===== src/rtl/piso_tx_pkg.sv =====
// Shared types and defaults for the 4-bit PISO serial transmitter.
// State encoding and default frame geometry.
package piso_tx_pkg;

    typedef enum logic [1:0] {
        S_IDLE  = 2'd0,
        S_SHIFT = 2'd1,
        S_GAP   = 2'd2
    } state_t;

    localparam int DEF_WIDTH = 4;
    localparam int DEF_GAP   = 0;

endpackage


===== src/rtl/piso_4_bits_tx.sv =====
// Parallel-in serial-out transmitter feeding a 4-bit bidirectional
// shift register; valid/ready word intake, one bit per clock on D.
module piso_4_bits_tx
    import piso_tx_pkg::*;
#(
    parameter int WIDTH = DEF_WIDTH,
    parameter int GAP   = DEF_GAP
) (
    input  logic                       clk,
    input  logic                       rst_n,
    input  logic [WIDTH-1:0]           data_in,
    input  logic                       dir_in,
    input  logic                       valid,
    output logic                       ready,
    output logic                       D,
    output logic                       dir,
    output logic                       busy,
    output logic                       done,
    output logic [$clog2(WIDTH)-1:0]   bit_idx
);

    localparam int IW = $clog2(WIDTH);
    localparam logic [IW-1:0] LAST    = IW'(WIDTH - 1);
    localparam logic [3:0]    GAP_END = 4'(GAP - 1);

    state_t            state_q, state_d;
    logic [WIDTH-1:0]  shreg_q, shreg_d;
    logic              d_q, d_d;
    logic              dir_q, dir_d;
    logic [IW-1:0]     idx_q, idx_d;
    logic [3:0]        gcnt_q, gcnt_d;

    logic              last;
    logic              accept;
    logic [IW-1:0]     nxt;
    logic [IW-1:0]     pos;

    assign busy    = (state_q == S_SHIFT);
    assign last    = busy && (idx_q == LAST);
    assign done    = last;
    assign ready   = rst_n && ((state_q == S_IDLE) || (last && (GAP == 0)));
    assign accept  = valid && ready;
    assign D       = d_q;
    assign dir     = dir_q;
    assign bit_idx = idx_q;

    // Next bit position in the held word, counted in transmit order
    assign nxt = idx_q + 1'b1;
    assign pos = dir_q ? nxt : (LAST - nxt);

    always_ff @(posedge clk) begin
        if (!rst_n) begin
            state_q <= S_IDLE;
            shreg_q <= '0;
            d_q     <= 1'b0;
            dir_q   <= 1'b1;
            idx_q   <= '0;
            gcnt_q  <= '0;
        end else begin
            state_q <= state_d;
            shreg_q <= shreg_d;
            d_q     <= d_d;
            dir_q   <= dir_d;
            idx_q   <= idx_d;
            gcnt_q  <= gcnt_d;
        end
    end

    always_comb begin
        state_d = state_q;
        shreg_d = shreg_q;
        d_d     = 1'b0;
        dir_d   = dir_q;
        idx_d   = idx_q;
        gcnt_d  = gcnt_q;

        unique case (state_q)
            S_IDLE: begin
            end
            S_SHIFT: begin
                if (!last) begin
                    idx_d = nxt;
                    d_d   = shreg_q[pos];
                end else if (GAP > 0) begin
                    state_d = S_GAP;
                    gcnt_d  = '0;
                end else begin
                    state_d = S_IDLE;
                end
            end
            S_GAP: begin
                if (gcnt_q == GAP_END) begin
                    state_d = S_IDLE;
                end else begin
                    gcnt_d = gcnt_q + 1'b1;
                end
            end
            default: state_d = S_IDLE;
        endcase

        // Acceptance only happens in IDLE or on a gapless last bit
        if (accept) begin
            state_d = S_SHIFT;
            shreg_d = data_in;
            dir_d   = dir_in;
            idx_d   = '0;
            d_d     = dir_in ? data_in[0] : data_in[WIDTH-1];
        end
    end

endmodule


===== config.mk =====
export PLATFORM = sky130hd
export DESIGN_NAME = piso_4_bits_tx
export DESIGN_NICKNAME = d
export VERILOG_FILES = /design/src/rtl/piso_tx_pkg.sv /design/src/rtl/piso_4_bits_tx.sv
export SDC_FILE = /design/constraint.sdc
export NUM_CORES = 1
export LEC_CHECK = 0
export ABC_AREA = 1
export CAP_MARGIN = 20
export CELL_PAD_IN_SITES_DETAIL_PLACEMENT = 2
export CELL_PAD_IN_SITES_GLOBAL_PLACEMENT = 2
export CORE_UTILIZATION = 24
export CTS_CLUSTER_SIZE = 20
export DETAILED_ROUTE_END_ITERATION = 6
export PLACE_DENSITY = 0.76
export SKIP_LAST_GASP = 1
export SLEW_MARGIN = 0
export SYNTH_ARGS = -nofsm -noshare
export SYNTH_HDL_FRONTEND = slang
export SYNTH_SLANG_ARGS = --single-unit

===== constraint.sdc =====
create_clock -name clk -period 2.9 [get_ports clk]
set_input_delay 0.58 -clock clk [delete_from_list [all_inputs] [get_ports clk]]
set_output_delay 0.58 -clock clk [all_outputs]
set_load 0.01 [all_outputs]

== After elaboration in Yosys (flattened, before gate mapping) ==
Index checks and enable logic that the tools add are counted.
Storage, ports and cells
  bits in writable memories: 0
  word-level logic and storage cells: 45
  ROM bits: 0
  memories: 0
  register bits after elaboration: 14
  latch bits: 0
  input bits: 8
  output and inout port bits: 7
Cells by class
  multiplexer cells: 11
  $mul: 0
  reduce and logical (&&, ||, !) cells: 10
  equality and inequality tests: 9
  bitwise logic cells: 4
  shift operators: 0
  divide/modulo/power cells: 0
  add/subtract/negate cells: 3
  $lt $le $gt $ge: 1
Operators with widths (number)
  1-bit two-way mux: 6
  2-bit two-way mux: 3
  2-bit one-hot mux with 3 select lines: 1
  3-bit AND reduction: 2
  4-bit by 1-bit adder with 4-bit output, second input constant: 1
  2-bit == test, second input constant: 2
  4-bit == test, second input constant: 1
  2-bit != test, second input constant: 2
  1-bit NOT: 4
  2-bit AND reduction: 2
  1-bit logical AND: 3
  2-bit by 3-bit < comparator with 1-bit output, second input constant: 1
  3-bit by 1-bit != test with 1-bit output, second input constant: 1
  3-bit != test, second input constant: 1
  2-bit by 1-bit adder with 2-bit output, second input constant: 1
  1-bit binary-select mux with 2-bit select: 1
  2-bit by 1-bit == test with 1-bit output, second input constant: 1
  2-bit zero test: 1
  2-bit by 1-bit != test with 1-bit output, second input constant: 1
  2-bit OR reduction: 1
  2-bit subtractor, first input constant: 1
  1-bit logical OR: 1

== Longest topological paths before layout ==
Gate-level depths: netlist (run 1).
  depth in word-level cells: 8
  mapped depth: 8
  depth with buffers taken out: 8

== Worst setup path after synthesis (run 1) ==
OpenSTA, ideal clock, no wires.
  path kind: reg2out
  start point: register idx_q[0] (netlist: bit_idx[0])
  end point: output port ready
  arrival: 0.994 ns
  buffers on the path: 0
  path slack: 1.326 ns
  cell stages (with the launch flop): 6
  required time: 2.320 ns
  cell sequence: dfxtp_1 ha_1 inv_1 nand2_2 inv_1 nor2_4
On the way
  word-level cells in the longest chain between the ends: 4
Ends and longest elaborated chain
  from (decl): line piso_4_bits_tx.sv:30  | logic [IW-1:0] idx_q, idx_d;
  from (signal assigned): line piso_4_bits_tx.sv:64  | idx_q <= idx_d;
  2-bit == test: line piso_4_bits_tx.sv:39  | assign last = busy && (idx_q == LAST);
  1-bit logical AND: line piso_4_bits_tx.sv:39
  1-bit logical OR: line piso_4_bits_tx.sv:41  | assign ready = rst_n && ((state_q == S_IDLE) || (last && (GAP == 0)));
  1-bit logical AND: line piso_4_bits_tx.sv:41
  to (decl): line piso_4_bits_tx.sv:14  | output logic ready,
No other way between the ends.

== Final worst setup path (run 1) ==
  start point: input port rst_n
  end point: output port ready
On the way
  word-level cells in the longest chain between the ends: 1
Ends and longest elaborated chain
  from (decl): line piso_4_bits_tx.sv:10  | input logic rst_n,
  1-bit logical AND: line piso_4_bits_tx.sv:41
No other way between the ends.

==> results of run 1 <==
==> worst max-delay path: cells and delay by family <==
family	cells	cell delay [ps]
and+or+nand+nor	1	160
buffers and inverters	3	1230
==> layout by cell type (no fill, tap or decap), drive strengths merged <==
master / count
a21oi: 5
clkbuf: 4
clkdlybuf4s50: 14
dfxtp: 9
ha: 1
inv: 13
nand2: 15
nand3: 10
nor2: 2
o21ai: 4
o22ai: 1
xnor2: 1
xor2: 1
==> per-stage QoR <==
stage                     hold slack (ps)  utilization [%]  power [mW]  setup slack, ps
after floorplan                       446                -       0.176             1330
after global placement                477             35.8       0.205              355
after detailed placement              478             35.8       0.208              337
after CTS                             491             37.3       0.314              329
after global routing                  509             37.3       0.328              295
final                                 479             37.3       0.309              344
==> report_power, final <==
group	total [mW]	internal, mW	leakage, nW	switching [mW]
Sequential	0.138	0.132	0.0740	0.00578
Combinational	0.0674	0.0322	0.206	0.0352
Clock	0.104	0.0532	0.0150	0.0511
==> cell type report <==
cell class                      instances  area, um2  share of cell area (%)
Clock buffer                            4       26.3                    4.04
Tap cell                               25       31.3                    4.81
Inverter                               13       48.8                    7.50
Sequential cell                         9        180                    27.7
Timing Repair Buffer                   14        140                    21.5
Multi-Input combinational cell         40        224                    34.4
==> layer usage <==
metal / vias to the layer above / track usage (%)
met4: 0 / 10.9
met5: - / 0
met1: 209 / 17.4
met2: 13 / 26.0
li1: 232 / -
met3: 5 / 2.38
==> cell families (layout without fill, tap and decap cells) <==
kind of cell    after synthesis  in the layout  share of synthesized area [%]
flops                         9              9                           39.8
buf+inv                      13             31                           10.8
simple gates                 27             27                           30.7
fa+ha+maj                     1              1                           2.76
compound gates               10             10                           12.2
xor+xnor                      2              2                           3.87
==> worst paths after layout <==
path                                           endpoint  slack [ps]  cells after the start
worst max-delay path                              ready         340                      4
worst min-delay path            shreg_q[1]$_SDFFE_PN0P_         480                      2
worst max register to register             D$_SDFF_PN0_        1550                      7
worst min register to register  shreg_q[1]$_SDFFE_PN0P_         480                      2
==> sequential cells by signal, summed over array words and instances, names as in the netlist <==
name	flops
dir	1
shreg_q	4
bit_idx	2
D	1
state_q	1
==> impl_metrics.env, run 1 <==
export IMPL_run_status="complete, no violations"
export IMPL_routed_wl_mm=1.28
export IMPL_hp_class="flip-flop to flip-flop"
export IMPL_viasPerCell=4.37
export IMPL_crit_top_cell="clkdlybuf4s50_1"
export IMPL_ys_ff_latch=9
export IMPL_crit_type="input port to output pin"
export IMPL_postSynthAreaPerCell_um2=7.31
export IMPL_end_kind="output pin"
export IMPL_core_area_mm2=0.00175
export IMPL_tightestPinTransition_ps=242
export IMPL_yosys_top_cells_area="dfxtp_1 (40%), inv_1 (11%), nand2_1 (11%), nand3_1 (9.9%), a21oi_1 (4.4%)"
export IMPL_die_area_mm2=0.00206
export IMPL_wl_met3_um=38
export IMPL_place_area_um2=624
export IMPL_yosys_area_top_type="dfxtp_1"
export IMPL_hold_buffers=0
export IMPL_cts_tree="done"
export IMPL_start_util_pct=25.9
export IMPL_fillers=199
export IMPL_syn_nets=71
export IMPL_antenna_cells=0
export IMPL_synth_ff_type="dfxtp_1"
export IMPL_clockRootBuffer="clkbuf_4"
export IMPL_dp_hpwl_mm=1.02
export IMPL_leakage_nw=0.295
export IMPL_port_buffers=14
export IMPL_clk_path_buf_depth=2
export IMPL_yosysUniqueCellTypes=16
export IMPL_r2r_start="bit_idx[0]$_SDFFE_PP0P_"
export IMPL_cp_slowest_cell="clkdlybuf4s50_1"
export IMPL_synth_edf_count=0
export IMPL_slew_headroom_pct=83.8
export IMPL_ant_nets=0
export IMPL_drt_iter0_markers=2
export IMPL_nNetsFinal=90
export IMPL_drive_gt1_share_pct=10.0
export IMPL_syn_area_um2=453
export IMPL_finalClockSkew_ps=14.6
export IMPL_ys_warn_count=0
export IMPL_cp_required_ps=2320
export IMPL_grt_usage_pct=15.4
export IMPL_insertion_delay_ps=270
export IMPL_clkTransAtPathRegs_ps=60
export IMPL_place_congestion=0.717
export IMPL_wl_met1_um=561
export IMPL_grt_max_degree=7
export IMPL_syn2layout_area_growth_pct=43.6
export IMPL_report_final_slew_viol_count=0
export IMPL_path_max_fanout=4
export IMPL_final_cells=105
export IMPL_powerDensity_mw_per_mm2=476
export IMPL_clock_sinks=9
export IMPL_dpl_cell_count=101
export IMPL_setup_viol_count_final=0
export IMPL_numCtsBuffers=3
export IMPL_grt_overflow_total=0
export IMPL_firstDrtPassIters=4
export IMPL_grt_pass1_wl_mm=2.14
export IMPL_die_y_um=45.4
export IMPL_synthCells=62
export IMPL_ir_drop_mv=0.197
export IMPL_io_pins=15
export IMPL_maxCapViolCount=0
export IMPL_vias=459
export IMPL_grt_setup_unrepaired="false"
export IMPL_drc=0
export IMPL_cts_resized=0
export IMPL_fmax_mhz=391
export IMPL_worstPathCellList="clkdlybuf4s50_1 > inv_1 > nor2_4 > clkdlybuf4s50_1"
export IMPL_wl_met2_um=646
export IMPL_async_reset_ff_share_pct=0
export IMPL_final_area_um2=651
export IMPL_layout_min_cycle_time_ps=2560
export IMPL_hp_start="shreg_q[1]$_SDFFE_PN0P_"
export IMPL_wire_per_inst_um=12.2
export IMPL_synthTopCellsByCount="inv_1 (13), nand2_1 (13), dfxtp_1 (9), nand3_1 (9), a21oi_1 (4)"
export IMPL_hold_viol=0
export IMPL_first_global_vias=486
export IMPL_seq_area_frac_synth_pct=39.8
export IMPL_max_stage_delay_ps=550
export IMPL_die_w_um=45.4
export IMPL_antenna_found_initial=0
export IMPL_critPathLaunchType="input port"
export IMPL_post_cts_buffers=0
export IMPL_top_layer_used="met4"
export IMPL_post_route_period_util_pct=88.1
export IMPL_num_rows=15
export IMPL_arrival_ps=1980
export IMPL_setup_tns_ps=0
export IMPL_worstSetupStartpoint="rst_n"
export IMPL_h_tree_depth=1
export IMPL_synth_top_area_share_pct=39.8
No activity file was read; power rests on OpenSTA's default activity.
==> inputs of run 2 (changes only) <==
--- a/config.mk
+++ b/config.mk
@@ -14,7 +14,7 @@
 export DETAILED_ROUTE_END_ITERATION = 6
 export PLACE_DENSITY = 0.76
 export SKIP_LAST_GASP = 1
-export SLEW_MARGIN = 0
+export SLEW_MARGIN = 20
 export SYNTH_ARGS = -nofsm -noshare
 export SYNTH_HDL_FRONTEND = slang
 export SYNTH_SLANG_ARGS = --single-unit
==> results of run 2 <==
Same layout as run 1: the final DEF is identical, and so are final timing and power.
